## src/rtl/icache_fetch_ctrl.sv

```systemverilog
// Fetch controller for a direct-mapped, one-word-per-line icache with byte-wide refill.
// Optional hit/miss performance counters are enabled by ICACHE_PERF_CNT_EN.
module icache_fetch_ctrl #(
    parameter int ADDR_WIDTH = 32
`ifdef ICACHE_PERF_CNT_EN
    ,
    parameter int CNT_WIDTH  = 32
`endif
) (
    input  logic                  clkIn,
    input  logic                  rstIn,
    input  logic                  rdyIn,
    input  logic                  fetchReq,
    input  logic [ADDR_WIDTH-1:0] fetchAddr,
    input  logic                  fetchFlush,
    output logic                  fetchBusy,
    output logic                  fetchRdy,
    output logic [31:0]           fetchData,
    output logic [ADDR_WIDTH-1:0] cacheAddr,
    input  logic                  cacheHit,
    input  logic [31:0]           cacheData,
    output logic                  cacheWrEn,
    output logic [31:0]           cacheWrData,
    output logic                  memReq,
    output logic [ADDR_WIDTH-1:0] memAddr,
    input  logic                  memGnt,
    input  logic [7:0]            memData
`ifdef ICACHE_PERF_CNT_EN
    ,
    output logic [CNT_WIDTH-1:0]  hitCnt,
    output logic [CNT_WIDTH-1:0]  missCnt
`endif
);

    typedef enum logic [1:0] {IDLE, REFILL, DRAIN, WRITE} state_e;

    state_e                state_q, state_d;
    logic [ADDR_WIDTH-3:0] lineAddr_q, lineAddr_d;
    logic [1:0]            issueCnt_q, issueCnt_d;
    logic [1:0]            rcvCnt_q, rcvCnt_d;
    logic                  capPend_q, capPend_d;
    logic                  drop_q, drop_d;
    logic [31:0]           word_q, word_d;
    logic                  fetchRdy_q, fetchRdy_d;
    logic [31:0]           fetchData_q, fetchData_d;
    logic                  accept;

    assign accept = (state_q == IDLE) && fetchReq && !fetchFlush;

    always_comb begin
        state_d     = state_q;
        lineAddr_d  = lineAddr_q;
        issueCnt_d  = issueCnt_q;
        rcvCnt_d    = rcvCnt_q;
        capPend_d   = 1'b0;
        drop_d      = drop_q;
        word_d      = word_q;
        fetchRdy_d  = 1'b0;
        fetchData_d = fetchData_q;
        // a byte granted last cycle is on memData now
        if (capPend_q) begin
            word_d[8*rcvCnt_q +: 8] = memData;
            rcvCnt_d = rcvCnt_q + 2'd1;
        end
        unique case (state_q)
            IDLE: begin
                if (accept && cacheHit) begin
                    fetchRdy_d  = 1'b1;
                    fetchData_d = cacheData;
                end else if (accept) begin
                    lineAddr_d = fetchAddr[ADDR_WIDTH-1:2];
                    issueCnt_d = 2'd0;
                    rcvCnt_d   = 2'd0;
                    drop_d     = 1'b0;
                    state_d    = REFILL;
                end
            end
            REFILL: begin
                if (fetchFlush) drop_d = 1'b1;
                if (memGnt) begin
                    capPend_d  = 1'b1;
                    issueCnt_d = issueCnt_q + 2'd1;
                    if (issueCnt_q == 2'd3) state_d = DRAIN;
                end
            end
            DRAIN: begin
                if (fetchFlush) drop_d = 1'b1;
                if (capPend_q && rcvCnt_q == 2'd3) begin
                    fetchRdy_d  = !drop_d;
                    fetchData_d = word_d;
                    state_d     = WRITE;
                end
            end
            WRITE: state_d = IDLE;
            default: state_d = IDLE;
        endcase
    end

    always_ff @(posedge clkIn or negedge rstIn) begin
        if (!rstIn) begin
            state_q     <= IDLE;
            lineAddr_q  <= '0;
            issueCnt_q  <= 2'd0;
            rcvCnt_q    <= 2'd0;
            capPend_q   <= 1'b0;
            drop_q      <= 1'b0;
            word_q      <= 32'd0;
            fetchRdy_q  <= 1'b0;
            fetchData_q <= 32'd0;
        end else if (rdyIn) begin
            state_q     <= state_d;
            lineAddr_q  <= lineAddr_d;
            issueCnt_q  <= issueCnt_d;
            rcvCnt_q    <= rcvCnt_d;
            capPend_q   <= capPend_d;
            drop_q      <= drop_d;
            word_q      <= word_d;
            fetchRdy_q  <= fetchRdy_d;
            fetchData_q <= fetchData_d;
        end
    end

`ifdef ICACHE_PERF_CNT_EN
    logic [CNT_WIDTH-1:0] hitCnt_q, missCnt_q;

    always_ff @(posedge clkIn or negedge rstIn) begin
        if (!rstIn) begin
            hitCnt_q  <= '0;
            missCnt_q <= '0;
        end else if (rdyIn && accept) begin
            if (cacheHit) hitCnt_q <= hitCnt_q + 1'b1;
            else          missCnt_q <= missCnt_q + 1'b1;
        end
    end

    assign hitCnt  = hitCnt_q;
    assign missCnt = missCnt_q;
`endif

    // a flush in the delivery cycle suppresses the pulse
    assign fetchRdy    = fetchRdy_q && !fetchFlush;
    assign fetchData   = fetchData_q;
    assign fetchBusy   = (state_q != IDLE);
    assign cacheAddr   = (state_q == IDLE) ? fetchAddr : {lineAddr_q, 2'b00};
    assign cacheWrEn   = (state_q == WRITE);
    assign cacheWrData = word_q;
    assign memReq      = (state_q == REFILL);
    assign memAddr     = {lineAddr_q, issueCnt_q};

endmodule

```

## config.mk

```make
export PLATFORM = sky130hd
export DESIGN_NAME = icache_fetch_ctrl
export DESIGN_NICKNAME = d
export VERILOG_FILES = /design/src/rtl/icache_fetch_ctrl.sv
export SDC_FILE = /design/constraint.sdc
export NUM_CORES = 1
export LEC_CHECK = 0
export BUFFER_PORTS_ARGS = -buffer_cell sky130_fd_sc_hd__buf_4
export CORE_MARGIN = 5
export CORE_UTILIZATION = 44
export CTS_CLUSTER_DIAMETER = 30
export DETAILED_ROUTE_END_ITERATION = 6
export PLACE_DENSITY_LB_ADDON = 0.2
export SYNTH_ARGS = -nofsm -noshare
export SYNTH_HDL_FRONTEND = slang
export SYNTH_SLANG_ARGS = --single-unit
export TNS_END_PERCENT = 100
```

## constraint.sdc

```tcl
create_clock -name clkIn -period 2.18 [get_ports clkIn]
set_clock_uncertainty 0.2 [all_clocks]
set_input_delay 0.109 -clock clkIn [delete_from_list [all_inputs] [get_ports clkIn]]
set_output_delay 0.109 -clock clkIn [all_outputs]
set_load 0.01 [all_outputs]
```

Word level (Yosys, flattened, before mapping)
Cells that the tools add are included.
{"block": "op_classes", "add_sub_neg": 3, "n_eq_ne": 11, "n_shift": 2, "n_mux": 30, "bitwise": 1, "reduce_logical": 17}
{"operator": "$mux 32", "count": 4}
{"operator": "$pmux 32 s2", "count": 1}
{"operator": "$neg 5->34", "count": 1}
{"operator": "$shift 8x34->32 const A", "count": 1}
{"operator": "$shiftx 8x34->32", "count": 1}
{"operator": "$bwmux 32", "count": 1}
{"operator": "$mux 2", "count": 12}
{"operator": "$reduce_and 4->1", "count": 3}
{"operator": "$eq 2x2->1 const B", "count": 4}
{"operator": "$mux 1", "count": 8}
{"operator": "$pmux 2 s4", "count": 1}
{"operator": "$ne 2x1->1 const B", "count": 3}
{"operator": "$ne 2x2->1 const B", "count": 3}
{"operator": "$reduce_and 6->1", "count": 1}
{"operator": "$reduce_bool 2->1", "count": 3}
{"operator": "$logic_and 1x1->1", "count": 5}
{"operator": "$reduce_and 5->1", "count": 1}
{"operator": "$add 2x1->2 const B", "count": 2}
{"operator": "$pmux 2 s2", "count": 1}
{"operator": "$pmux 1 s3", "count": 1}
{"operator": "$reduce_bool 3->1", "count": 1}
{"operator": "$eq 2x1->1 const B", "count": 1}
{"operator": "$logic_not 1->1", "count": 2}
{"operator": "$logic_not 2->1", "count": 1}
{"operator": "2 further kinds", "count": 2}
{"block": "totals", "regBits": 103, "output_inout_bits": 132, "elab_cells": 73}

Longest topological paths before layout
{"block": "depth", "ltp_word": 6, "depth_mapped": 9}

Least setup slack after synthesis
OpenSTA, ideal clock, no wires.
{"block": "synth_path", "kind": "reg-to-reg", "from": "reg rcvCnt_q[0]", "to": "reg word_q[9] (netlist: cacheWrData[9])", "t_arrival_ps": 1928, "required_ps": 1859, "path_slack_ps": -69, "stages_incl_launch_ff": 10, "path_buffers": 3, "cell_sequence": "dfrtp_1 buf_4 inv_1 ha_1 and2_4 and4b_1 buf_6 and2_4 buf_6 a22o_1"}
{"block": "synth_between", "elab_chain_len": 4}
{"element": "start, declared", "line": "40", "source": "logic [1:0] rcvCnt_q, rcvCnt_d;"}
{"element": "start signal, assigned", "line": "114", "source": "rcvCnt_q <= rcvCnt_d;"}
{"element": "$neg 5->34 (*)", "line": "62", "source": "word_d[8*rcvCnt_q +: 8] = memData;"}
{"element": "$shiftx 8x34->32 / $shift 8x34->32 (equally long branches)", "line": "62"}
{"element": "$bwmux 32 (*)", "line": "62"}
{"element": "$mux 32 (*)", "line": "61", "source": "if (capPend_q) begin"}
{"element": "end signal, assigned", "line": "117", "source": "word_q <= word_d;"}
{"element": "end, declared", "line": "43", "source": "logic [31:0] word_q, word_d;"}
Every way passes the cells marked *; elsewhere a longest branch is shown, timed or not.
A chain may end at the register's enable or synchronous reset.

Worst setup path in the final report
{"block": "layout_path", "from": "reg state_q[1]", "to": "out cacheAddr[3]"}
{"block": "layout_between", "elab_chain_len": 2}
{"element": "start, declared", "line": "37", "source": "state_e state_q, state_d;"}
{"element": "start signal, assigned", "line": "111", "source": "state_q <= state_d;"}
{"element": "$logic_not 2->1", "line": "144", "source": "assign cacheAddr = (state_q == IDLE) ? fetchAddr : {lineAddr_q, 2'b00};"}
{"element": "$mux 32", "line": "144"}
{"element": "end, declared", "line": "19", "source": "output logic [ADDR_WIDTH-1:0] cacheAddr,"}
Every way passes these cells.

==> load_flow_metrics.sql <==
INSERT INTO impl_metrics (metric_group, metric, value, unit) VALUES
('status', 'status', 'finished clean', ''),
('synth', 'netlist.area_leader.share', '51.00', '%'),
('detailed_routing', 'drt_first_pass_iters', '6', ''),
('floorplanning', 'dieWidth', '117.2', 'µm'),
('floorplanning', 'floorplan.core_area', '11320', 'µm²'),
('pwr', 'netSwitchingPower', '3.843', 'mW'),
('detailed_routing', 'wl_per_cell', '18.84', 'µm'),
('synth', 'post_synth_edffs', '0', ''),
('job', 'cap_viol_max_count', '0', ''),
('setup_path', 'path_cells', 'inv_2, ha_4, buf_6, buf_16, mux2_2, buf_4', ''),
('pwr', 'vdd.ir_drop.worst', '757.0', 'µV'),
('sta', 'timing.final.hold_violations', '0', ''),
('pwr', 'cell_internal_power', '6.578', 'mW'),
('setup_path', 'regToRegStartpoint', 'rcvCnt_q[1]$_DFFE_PN0P_', ''),
('pwr', 'sw_ratio', '36.88', '%'),
('synth', 'synth_cells', '437', ''),
('worst_hold_path', 'hold_path.class', 'input pin to flip-flop', ''),
('layout', 'antenna_cells_inserted', '0', ''),
('grt', 'global_route_wire_length_before_repair', '25540', 'µm'),
('detailed_routing', 'totalWireLength', '16430', 'µm'),
('layout', 'layout.nets', '813', ''),
('layout', 'area_growth', '58.38', '%'),
('sta', 'fmax', '475.2', 'MHz'),
('setup_path', 'critical_path_arrival', '1800', 'ps'),
('place', 'dp_hpwl', '11070', 'µm'),
('grt', 'grt.total_usage', '23.93', '%'),
('pwr', 'fin_total_pwr', '10.42', 'mW'),
('cts', 'ctsLongestPathBuffers', '2', ''),
('synth', 'async_flop_share', '100.0', '%'),
('setup_path', 'r2r_path_end', 'fetchData[24]$_DFFE_PN0P_', ''),
('synth', 'yosys-top-cells-area', 'sky130_fd_sc_hd__dfrtp_1 51%, sky130_fd_sc_hd__mux2_1 6.9%, sky130_fd_sc_hd__mux2_2 6.7%, sky130_fd_sc_hd__a22o_1 5.7%, sky130_fd_sc_hd__a221oi_1 3.6%', ''),
('synth', 'post_synth.cell_area_avg', '11.56', 'µm²'),
('pwr', 'p_clk_share', '15.7', '%'),
('layout', 'layout.filler_cells', '781', ''),
('detailed_routing', 'drt_iter0_markers', '369', ''),
('sta', 'finalCritPeriodShare', '96.53', '%'),
('synth', 'post-synth-top-count-cell', 'sky130_fd_sc_hd__dfrtp_1', ''),
('worst_hold_path', 'min_delay_path_depth', '4', ''),
('setup_path', 'timing_worst_setup_path_type', 'flip-flop to output pin', ''),
('floorplanning', 'initial_utilization', '44.64', '%'),
('sta', 'relSlewSlack', '66.55', '%'),
('detailed_routing', 'detail_route.drc_violations', '0', ''),
('floorplanning', 'top_level_ports', '211', ''),
('cts', 'htree_num_levels', '3', ''),
('detailed_routing', 'routed_via_density', '5.466', ''),
('worst_hold_path', 'hp-start', 'cacheHit', ''),
('setup_path', 'worstPathMaxFanout', '16', ''),
('cts', 'tritoncts.num_buffers', '9', ''),
('grt', 'grt_max_degree', '46', ''),
('grt', 'first_global_vias', '4938', ''),
('floorplanning', 'die_area', '13730', 'µm²'),
('setup_path', 'worstSetupEndpointType', 'output pin', ''),
('synth', 'dominantRegCellSynth', 'sky130_fd_sc_hd__dfrtp_1', ''),
('pwr', 'combPwrFrac', '53.6', '%'),
('synth', 'ys_seq_area_share', '51.00', '%'),
('setup_path', 'r2r_cells', '6', ''),
('setup_path', 'critPathSlowestCell', 'sky130_fd_sc_hd__dfrtp_1', ''),
('setup_path', 'ff2ff_setup_slack', '110', 'ps'),
('synth', 'yosys-top-cells-count', '103 x sky130_fd_sc_hd__dfrtp_1, 41 x sky130_fd_sc_hd__nand2_1, 33 x sky130_fd_sc_hd__a22o_1', ''),
('synth', 'yosys.cell_types.count', '44', ''),
('synth', 'yosys.area.top_type', 'sky130_fd_sc_hd__dfrtp_1', ''),
('synth', 'yosysWarnings', '0', ''),
('place', 'globalplace.congestion', '0.7967', ''),
('sta', 'final.min_clock_period', '2104', 'ps'),
('setup_path', 'worst_path_largest_cell_delay', '400', 'ps'),
('setup_path', 'critPathLaunchType', 'flip-flop', ''),
('floorplanning', 'std_cell_rows', '39', ''),
('sta', 'finish_stage_setup_viols', '0', ''),
('worst_hold_path', 'min_to', 'rcvCnt_q[1]$_DFFE_PN0P_', ''),
('sta', 'worst_pin_slew', '501.8', 'ps'),
('grt', 'overflow', '0', '');
-- layer usage --
| layer | vias to the layer above | routed length [µm] | GRT usage, % |
|---|---|---|---|
| met5 | - | 0 | 0 |
| li1 | 2211 | - | - |
| met2 | 192 | 8457 | 41.33 |
| met4 | 0 | 462 | 9.709 |
| met1 | 2330 | 6466 | 30.06 |
| met3 | 33 | 1044 | 3.599 |
-- logic make-up after synthesis --
| family | share of synthesized area (%) |
|---|---|
| AO/OA/AOI/OAI | 18.27 |
| adder cells (fa/ha/maj) | 2.476 |
| buffers and inverters | 4.729 |
| flip-flops | 51.00 |
| multiplexers | 13.79 |
| AND/OR/NAND/NOR | 9.730 |
-- cell type report --
| cell class | instances | area, µm² | share of cell area, % |
|---|---|---|---|
| Timing Repair Buffer | 310 | 2614 | 32.66 |
| Sequential cell | 103 | 2577 | 32.20 |
| Multi-Input combinational cell | 291 | 2292 | 28.64 |
| Clock buffer | 10 | 239.0 | 2.986 |
| Tap cell | 143 | 178.9 | 2.235 |
| Clock inverter | 6 | 68.82 | 0.8598 |
| Inverter | 9 | 33.78 | 0.4221 |
-- power groups by stage --
stage	Sequential (mW)	Clock (mW)	Combinational, mW
global placement	3.20	0	5.04
finish	3.20	1.63	5.58
CTS	3.19	1.67	5.48
detailed placement	3.22	0	5.18
global route	3.31	1.75	6.03
floorplan	3.45	0	2.37
-- through the flow --
| step | cells | hold slack (ps) | setup WS, ps | setup TNS (ps) | instance area, µm² |
|---|---|---|---|---|---|
| final | 872 | 17.16 | 75.56 | 0 | 8004 |
| after global routing | 872 | 45.59 | -1.563 | -1.563 | 8004 |
| after CTS | 869 | 3.513 | 35.01 | 0 | 7939 |
| after detailed placement | 775 | -91.01 | 26.37 | 0 | 6818 |
| after global placement | 775 | -101.7 | 166.4 | 0 | 6818 |
| after floorplan | 437 | -386.6 | 28.21 | 0 | 5066 |
-- flip-flops by register name, indices dropped and copies added, names as in the netlist --
name and cells:
fetchRdy_q 1, issueCnt_q 2, drop_q 1, rcvCnt_q 2, cacheWrData 32, lineAddr_q 30
state_q 2, fetchData 32, capPend_q 1
-- what timing repair did --
action / 4_1_cts / 5_1_grt
gates resized for setup: 6 / 8
cloned: 1 / 1
hold endpoints to repair: 174 / 0
pin swaps: 1 / 2
endpoints found under the setup margin: 30 / 46
hold buffers: 75 / 0
setup buffers: 2 / 2
-- worst max-delay path by stage --
| stage | to | depth (start not counted) | start |
|---|---|---|---|
| after floorplan | cacheWrData[9]$_DFFE_PN0P_ | 9 | rcvCnt_q[0]$_DFFE_PN0P_ |
| after global placement | cacheWrData[18]$_DFFE_PN0P_ | 6 | rcvCnt_q[1]$_DFFE_PN0P_ |
| after detailed placement | fetchData[16]$_DFFE_PN0P_ | 7 | state_q[0]$_DFFE_PN0P_ |
| after CTS | cacheAddr[16] | 6 | state_q[1]$_DFFE_PN0P_ |
| after global routing | cacheAddr[14] | 6 | state_q[1]$_DFFE_PN0P_ |
| final | cacheAddr[3] | 6 | state_q[1]$_DFFE_PN0P_ |
-- placed cells by master, fill, tap and decap left out, types with 3 or more instances in the layout --
| cell | netlist | layout |
|---|---|---|
| sky130_fd_sc_hd__buf_4 | 1 | 226 |
| sky130_fd_sc_hd__nand2_1 | 41 | 41 |
| sky130_fd_sc_hd__inv_2 | 1 | 4 |
| sky130_fd_sc_hd__mux2_2 | 30 | 30 |
| sky130_fd_sc_hd__dlygate4sd3_1 | 0 | 75 |
| sky130_fd_sc_hd__buf_12 | 0 | 4 |
| sky130_fd_sc_hd__o21ai_0 | 20 | 20 |
| sky130_fd_sc_hd__a222oi_1 | 7 | 7 |
| sky130_fd_sc_hd__and3_1 | 9 | 8 |
| sky130_fd_sc_hd__nor2_1 | 10 | 10 |
| sky130_fd_sc_hd__o21ai_1 | 31 | 31 |
| sky130_fd_sc_hd__a22o_1 | 33 | 33 |
| sky130_fd_sc_hd__a221oi_1 | 21 | 20 |
| sky130_fd_sc_hd__dfrtp_1 | 103 | 103 |
| sky130_fd_sc_hd__mux2_1 | 31 | 31 |
| sky130_fd_sc_hd__a21oi_1 | 6 | 6 |
| sky130_fd_sc_hd__clkinvlp_4 | 0 | 4 |
| sky130_fd_sc_hd__buf_6 | 8 | 3 |
| sky130_fd_sc_hd__nand3_1 | 8 | 8 |
| sky130_fd_sc_hd__nor2b_1 | 3 | 3 |
| sky130_fd_sc_hd__ha_1 | 10 | 8 |
| sky130_fd_sc_hd__inv_1 | 8 | 5 |
| sky130_fd_sc_hd__and2_1 | 3 | 3 |
| sky130_fd_sc_hd__clkbuf_16 | 0 | 10 |
-- worst max-delay path, delay by kind of cell, from the launching register on --
family / cells / cell delay (ps)
buf+inv: 4 / 550
fa+ha+maj: 1 / 160
mux: 1 / 350
flops: 1 / 400
(Power assumes the default switching activity.)
